==> config.mk <==
export PLATFORM = sky130hd
export DESIGN_NAME = ps2_host_tx_flat
export DESIGN_NICKNAME = d
export VERILOG_FILES = /design/src/rtl/ps2_host_tx_if.sv /design/src/rtl/ps2_host_tx.sv /design/src/flat_wrapper.sv
export SDC_FILE = /design/constraint.sdc
export NUM_CORES = 1
export LEC_CHECK = 0
export ABC_AREA = 0
export CAP_MARGIN = 5
export CORE_ASPECT_RATIO = 0.7
export CORE_MARGIN = 2
export CORE_UTILIZATION = 30
export DETAILED_ROUTE_END_ITERATION = 16
export GPL_ROUTABILITY_DRIVEN = 1
export SLEW_MARGIN = 10
export SYNTH_ARGS = -nofsm -noshare
export SYNTH_HDL_FRONTEND = slang
export SYNTH_SLANG_ARGS = --single-unit
==> constraint.sdc <==
create_clock -name clock -period 3.3 [get_ports clock]
set_clock_uncertainty 0.2 [all_clocks]
set_input_delay 0.66 -clock clock [delete_from_list [all_inputs] [get_ports clock]]
set_output_delay 0.66 -clock clock [all_outputs]
set_load 0.005 [all_outputs]
==> src/rtl/ps2_host_tx_if.sv <==
// Command handshake and open-drain PS/2 line controls shared by ps2_host_tx and its owner.
// The master side is the owner plus the physical lines; the slave side is the transmitter.
interface ps2_host_tx_if;
  logic [7:0] tx_data;
  logic       tx_valid;
  logic       tx_ready;
  logic       tx_done;
  logic       tx_error;
  logic       ps2_clock_in;
  logic       ps2_data_in;
  logic       ps2_clock_oe;
  logic       ps2_data_oe;

  modport master (
    output tx_data, tx_valid, ps2_clock_in, ps2_data_in,
    input  tx_ready, tx_done, tx_error, ps2_clock_oe, ps2_data_oe
  );

  modport slave (
    input  tx_data, tx_valid, ps2_clock_in, ps2_data_in,
    output tx_ready, tx_done, tx_error, ps2_clock_oe, ps2_data_oe
  );
endinterface

==> src/rtl/ps2_host_tx.sv <==
// Host-to-device PS/2 command transmitter: inhibit, request-to-send, device-clocked shift, ACK.
// Define PS2_TX_RETRY_EN to retry a failed frame up to twice before reporting tx_error.
module ps2_host_tx #(
  parameter int unsigned CLK_FREQ_HZ = 50000000,
  parameter int unsigned INHIBIT_US  = 100,
  parameter int unsigned TIMEOUT_US  = 2000
) (
  input logic          clock,
  input logic          reset,
  ps2_host_tx_if.slave bus
);
  localparam int unsigned InhibitCycles = CLK_FREQ_HZ / 1000000 * INHIBIT_US;
  localparam int unsigned TimeoutCycles = CLK_FREQ_HZ / 1000000 * TIMEOUT_US;
  localparam int unsigned MaxCycles     = (InhibitCycles > TimeoutCycles) ? InhibitCycles
                                                                           : TimeoutCycles;
  localparam int unsigned CntW          = $clog2(MaxCycles) + 1;
  // INHIBIT plus the one RTS cycle keep ps2_clock low for exactly InhibitCycles.
  localparam logic [CntW-1:0] InhibitLoad = CntW'(InhibitCycles - 2);
  localparam logic [CntW-1:0] TimeoutLoad = CntW'(TimeoutCycles);

  typedef enum logic [2:0] {
    StIdle, StInhibit, StRts, StShift, StStop, StAck, StWaitIdle
  } state_e;

  state_e          state_q, state_d;
  logic [CntW-1:0] cnt_q, cnt_d;
  logic [8:0]      shift_q, shift_d;
  logic [3:0]      bit_cnt_q, bit_cnt_d;
  logic            data_oe_q, data_oe_d;
  logic            clk_meta_q, clk_sync_q, clk_prev_q, dat_meta_q, dat_sync_q;
`ifdef PS2_TX_RETRY_EN
  logic [8:0]      frame_q, frame_d;
  logic [1:0]      retry_q, retry_d;
`endif

  logic fe, cnt_zero, bus_idle, fail, retry;
  assign fe       = clk_prev_q & ~clk_sync_q;
  assign cnt_zero = (cnt_q == '0);
  assign bus_idle = clk_sync_q & dat_sync_q;

  // Synchronisers idle high so reset never fabricates a falling edge.
  always_ff @(posedge clock or posedge reset) begin
    if (reset) begin
      state_q    <= StIdle;
      cnt_q      <= '0;
      shift_q    <= '0;
      bit_cnt_q  <= '0;
      data_oe_q  <= 1'b0;
      clk_meta_q <= 1'b1;
      clk_sync_q <= 1'b1;
      clk_prev_q <= 1'b1;
      dat_meta_q <= 1'b1;
      dat_sync_q <= 1'b1;
`ifdef PS2_TX_RETRY_EN
      frame_q    <= '0;
      retry_q    <= '0;
`endif
    end else begin
      state_q    <= state_d;
      cnt_q      <= cnt_d;
      shift_q    <= shift_d;
      bit_cnt_q  <= bit_cnt_d;
      data_oe_q  <= data_oe_d;
      clk_meta_q <= bus.ps2_clock_in;
      clk_sync_q <= clk_meta_q;
      clk_prev_q <= clk_sync_q;
      dat_meta_q <= bus.ps2_data_in;
      dat_sync_q <= dat_meta_q;
`ifdef PS2_TX_RETRY_EN
      frame_q    <= frame_d;
      retry_q    <= retry_d;
`endif
    end
  end

  // A device edge wins over a coincident timeout; so does a completed bus-idle.
  always_comb begin
    fail = 1'b0;
    unique case (state_q)
      StShift, StStop: fail = ~fe & cnt_zero;
      StAck:           fail = fe ? dat_sync_q : cnt_zero;
      StWaitIdle:      fail = ~bus_idle & cnt_zero;
      default:         fail = 1'b0;
    endcase
`ifdef PS2_TX_RETRY_EN
    retry = fail & (retry_q != 2'd2);
`else
    retry = 1'b0;
`endif
  end

  always_comb begin
    state_d   = state_q;
    cnt_d     = cnt_zero ? cnt_q : cnt_q - CntW'(1);
    shift_d   = shift_q;
    bit_cnt_d = bit_cnt_q;
    data_oe_d = data_oe_q;
`ifdef PS2_TX_RETRY_EN
    frame_d   = frame_q;
    retry_d   = retry_q;
`endif
    unique case (state_q)
      StIdle: begin
`ifdef PS2_TX_RETRY_EN
        retry_d = '0;
        frame_d = {~^bus.tx_data, bus.tx_data};
`endif
        if (bus.tx_valid) begin
          shift_d   = {~^bus.tx_data, bus.tx_data};
          bit_cnt_d = '0;
          cnt_d     = InhibitLoad;
          state_d   = StInhibit;
        end
      end
      StInhibit: begin
        if (cnt_zero) begin
          data_oe_d = 1'b1;
          state_d   = StRts;
        end
      end
      StRts: begin
        cnt_d   = TimeoutLoad;
        state_d = StShift;
      end
      StShift: begin
        if (fe) begin
          data_oe_d = ~shift_q[0];
          shift_d   = {1'b0, shift_q[8:1]};
          bit_cnt_d = bit_cnt_q + 4'd1;
          cnt_d     = TimeoutLoad;
          if (bit_cnt_q == 4'd8) state_d = StStop;
        end
      end
      StStop: begin
        if (fe) begin
          data_oe_d = 1'b0;
          cnt_d     = TimeoutLoad;
          state_d   = StAck;
        end
      end
      StAck: begin
        if (fe && !dat_sync_q) begin
          cnt_d   = TimeoutLoad;
          state_d = StWaitIdle;
        end
      end
      StWaitIdle: begin
        if (bus_idle) state_d = StIdle;
      end
      default: state_d = StIdle;
    endcase

    if (fail) begin
      data_oe_d = 1'b0;
      state_d   = StIdle;
`ifdef PS2_TX_RETRY_EN
      if (retry) begin
        state_d   = StInhibit;
        cnt_d     = InhibitLoad;
        shift_d   = frame_q;
        bit_cnt_d = '0;
        retry_d   = retry_q + 2'd1;
      end
`endif
    end
  end

  always_comb begin
    bus.tx_ready     = (state_q == StIdle);
    bus.ps2_clock_oe = (state_q == StInhibit) || (state_q == StRts);
    bus.ps2_data_oe  = data_oe_q;
    bus.tx_done      = (state_q == StWaitIdle) && bus_idle;
    bus.tx_error     = fail && !retry;
  end
endmodule

==> src/flat_wrapper.sv <==
// flat-port wrapper written by rule: the top's interface ports become plain ports
module ps2_host_tx_flat 
#(
  parameter int unsigned CLK_FREQ_HZ = 50000000,
  parameter int unsigned INHIBIT_US  = 100,
  parameter int unsigned TIMEOUT_US  = 2000
)
  (clock, reset, bus_tx_data, bus_tx_valid, bus_ps2_clock_in, bus_ps2_data_in, bus_tx_ready, bus_tx_done, bus_tx_error, bus_ps2_clock_oe, bus_ps2_data_oe);
  ps2_host_tx_if bus_i ();
  input logic clock;
  input logic reset;
  input wire logic [$bits(bus_i.tx_data)-1:0] bus_tx_data;
  input wire logic [$bits(bus_i.tx_valid)-1:0] bus_tx_valid;
  input wire logic [$bits(bus_i.ps2_clock_in)-1:0] bus_ps2_clock_in;
  input wire logic [$bits(bus_i.ps2_data_in)-1:0] bus_ps2_data_in;
  output wire logic [$bits(bus_i.tx_ready)-1:0] bus_tx_ready;
  output wire logic [$bits(bus_i.tx_done)-1:0] bus_tx_done;
  output wire logic [$bits(bus_i.tx_error)-1:0] bus_tx_error;
  output wire logic [$bits(bus_i.ps2_clock_oe)-1:0] bus_ps2_clock_oe;
  output wire logic [$bits(bus_i.ps2_data_oe)-1:0] bus_ps2_data_oe;
  assign bus_i.tx_data = bus_tx_data;
  assign bus_i.tx_valid = bus_tx_valid;
  assign bus_i.ps2_clock_in = bus_ps2_clock_in;
  assign bus_i.ps2_data_in = bus_ps2_data_in;
  assign bus_tx_ready = bus_i.tx_ready;
  assign bus_tx_done = bus_i.tx_done;
  assign bus_tx_error = bus_i.tx_error;
  assign bus_ps2_clock_oe = bus_i.ps2_clock_oe;
  assign bus_ps2_data_oe = bus_i.ps2_data_oe;
  ps2_host_tx #(.CLK_FREQ_HZ(CLK_FREQ_HZ), .INHIBIT_US(INHIBIT_US), .TIMEOUT_US(TIMEOUT_US)) u_core (.clock(clock), .reset(reset), .bus(bus_i));
endmodule
==> out/qor.txt <==
status = finished, final reports clean
gpl congestion = 0.918
Hold Path Class = flop to flop
Mapped Avg Cell Area = 9.10 um2
vias in the first global route = 1798
CP arrival = 2420 ps
Place WS = -111 ps
Fillers = 747
maximum VDD drop = 0.000171 V
Max Clk Rate = 305 MHz
Avg WL per Cell = 13.6 um
register area share after synthesis = 0.443
Cell Pwr Density = 358 nW/um2
vias = 1881
Worst-path clk slew = 70 ps
min setup slack post-route = 23.0 ps
die width = 108 um
global route overflow = 0
final layout net count = 297
Setup crit end kind = output pin
Core Rows = 26
Worst slew margin = 0.652
crit-path leading delay family = simple AND/OR/NAND/NOR gates
DIE AREA = 8310 um2
drt drc = 0
Tightest Pin Transition = 522 ps
FF-to-FF setup slack = 720 ps
ANT cells = 0
Area Overhead vs Synth = 22.2%
# setup viols final = 0
fin crit share = 0.993
CTS Sinks = 40
Slew Limit Fails = 0
CP Buf/Inv Count = 1
reg2reg end = u_core.cnt_q[15]$_DFF_PP0_
Post-synth EDFFs = 0
global-route wire length before repair = 8.87 mm
cell count after synthesis = 250
worst setup path category = flop to output pin
Startpoint Class = flop
Clock Root Buffer = clkbuf_8
drt initial violations = 105
TritonCTS buffer count = 5
crit-path max FO = 2
cell-by-cell trace of the critical path = or4_4 -> or4b_4 -> or2_4 -> a221oi_4 -> buf_2
pin count of the biggest net entering global routing = 41
Synth Net Count = 267
Syn. warnings = 0
P_leak = 1.01 nW
max incr delay on CP = 550 ps
initial antenna violation count = 0
Die H = 76.9 um
core area = 7320 um2
Fin Setup TNS = 0 ps
Distinct cells, synth = 49
HP Start = u_core.clk_meta_q$_DFF_PP1_
Synth Flop Type = dfrtp_1
final hold vios = 0
CTS tree = yes
drt first pass iters = 4
max-cap viol count = 0
starting density of the core = 0.311
mapped cell area = 2270 um2
Total Routing Usage GR = 0.135
Clock Latency Late Sink = 300 ps
RSZ-0062 raised after global routing = true
Synth Register Bits = 40
CP required = 2440 ps
# IOs = 18
Routed WL = 5.15 mm
hold path depth = 0
Min-Delay Endpoint = u_core.clk_sync_q$_DFF_PP1_
minimum clock period = 3280 ps
fraction of registers with async set/reset = 1.00
Post-DP HPWL = 3.64 mm
Vias/cell = 4.96
slowest CP cell = or4_4
H-tree Lvls = 2
Reg-to-Reg Start = u_core.cnt_q[9]$_DFF_PP0_
I/O Buffers = 17
share of cells above drive strength 1 = 0.167
CTS Buffer Depth = 2
antenna viol nets, final = 0
Reg2Reg Depth = 7
Levels on crit path = 5
[synthesized netlist by cell type, types with 2 or more instances]
| cell type | count | area, um2 |
|---|---|---|
| a211oi_1 | 2 | 15.0 |
| a21oi_1 | 15 | 75.1 |
| a31oi_1 | 9 | 56.3 |
| and2_1 | 2 | 12.5 |
| clkbuf_1 | 13 | 48.8 |
| dfrtp_1 | 35 | 876 |
| dfstp_2 | 5 | 131 |
| ha_1 | 4 | 50.1 |
| inv_1 | 8 | 30.0 |
| mux2i_1 | 2 | 20.0 |
| nand2_1 | 31 | 116 |
| nand2b_1 | 4 | 25.0 |
| nand3_1 | 4 | 20.0 |
| nor2_1 | 28 | 105 |
| nor2_2 | 2 | 12.5 |
| nor3_1 | 9 | 45.0 |
| nor3b_1 | 2 | 15.0 |
| nor4_1 | 3 | 18.8 |
| nor4b_1 | 2 | 17.5 |
| o21a_1 | 2 | 15.0 |
| o21ai_0 | 15 | 75.1 |
| o21bai_1 | 2 | 15.0 |
| o31ai_1 | 2 | 15.0 |
| or3_1 | 3 | 18.8 |
| xnor2_1 | 16 | 140 |
| xor2_1 | 7 | 61.3 |
[layer usage]
layer	GRT usage	up-vias	part of all wire
met5	0	-	0
met4	0.0359	0	0.0078
met3	0.0315	5	0.049
met2	0.183	40	0.39
met1	0.211	905	0.55
li1	-	931	-
[registers in the layout, summed over array words and instances (netlist names)]
name,cells
u_core.cnt_q,18
u_core.shift_q,9
u_core.bit_cnt_q,4
u_core.state_q,3
u_core.bus.ps2_data_oe,1
u_core.clk_meta_q,1
u_core.clk_prev_q,1
u_core.clk_sync_q,1
u_core.dat_meta_q,1
u_core.dat_sync_q,1
[cells in the final DEF (no fill, tap or decap), types with 3 or more instances in the layout]
master | Yosys | final
dfrtp_1 | 35 | 35
nand2_1 | 31 | 31
nor2_1 | 28 | 28
buf_4 | 0 | 20
xnor2_1 | 16 | 16
clkdlybuf4s50_1 | 0 | 16
a21oi_1 | 15 | 15
o21ai_0 | 15 | 14
nor3_1 | 9 | 9
a31oi_1 | 9 | 9
inv_1 | 8 | 8
xor2_1 | 7 | 7
clkbuf_8 | 0 | 7
dfstp_2 | 5 | 5
nand2b_1 | 4 | 4
nand3_1 | 4 | 4
ha_1 | 4 | 4
or3_1 | 3 | 3
nor4_1 | 3 | 3
[what timing repair did]
action | CTS | global route
setup endpoints to repair | 1 | 1
buffers inserted | 2 | 2
cloned | 0 | 0
hold buffers | 0 | 0
resized for setup | 4 | 0
pin swaps | 4 | 3
[cell type report]
| type | instances | area, um2 | area share |
|---|---|---|---|
| clock inverter | 1 | 30.0 | 0.0108 |
| sequential | 40 | 1010 | 0.362 |
| tap | 98 | 123 | 0.0441 |
| multi-input combinational | 188 | 1180 | 0.424 |
| inverter | 8 | 30.0 | 0.0108 |
| timing repair buffer | 37 | 315 | 0.113 |
| clock buffer | 7 | 96.3 | 0.0347 |
[through the flow]
stage          total power [mW]  area (um2)  std cells  hold WS [ps]  utilization
3_3_place_gp              0.558        2630        367           146        0.359
5_1_grt                    1.03        2780        379           161        0.380
3_5_place_dp              0.559        2630        367           147        0.359
2_1_floorplan             0.534        2270        250           145            -
6_report                  0.995        2780        379           157        0.380
4_1_cts                    1.00        2760        377           158        0.378
[cells by family after synthesis]
| logic type | Yosys count | synth area share |
|---|---|---|
| compound gates | 56 | 0.168 |
| xor+xnor | 23 | 0.0886 |
| fa+ha+maj | 4 | 0.0220 |
| buf+inv | 22 | 0.0396 |
| flops | 40 | 0.443 |
| mux | 2 | 0.00880 |
| simple gates | 103 | 0.230 |
[worst max path at each step]
stage                               startpoint      endpoint  slack (ps)
floorplan            u_core.cnt_q[9]$_DFF_PP0_  bus_tx_error         390
global placement     u_core.cnt_q[9]$_DFF_PP0_  bus_tx_error         -80
detailed placement   u_core.cnt_q[9]$_DFF_PP0_  bus_tx_error        -110
CTS                 u_core.cnt_q[12]$_DFF_PP0_  bus_tx_error          10
global route         u_core.cnt_q[9]$_DFF_PP0_  bus_tx_error         -40
finish               u_core.cnt_q[9]$_DFF_PP0_  bus_tx_error          20
[report_power, final]
group	switching (mW)	internal, mW	total [mW]	leakage, nW
clock	0.179	0.267	0.447	0.0645
sequential	0.00293	0.495	0.498	0.422
combinational	0.0249	0.0249	0.0499	0.528
[worst reg2reg max path: stages, from the launching register on]
cell and delay (ps):
dfrtp_1 400, or4_4 550, buf_4 150, buf_4 130, or4_2 600, nor3_1 190
xnor2_1 150, a21oi_1 90
Power figures use the tool's default switching activity.
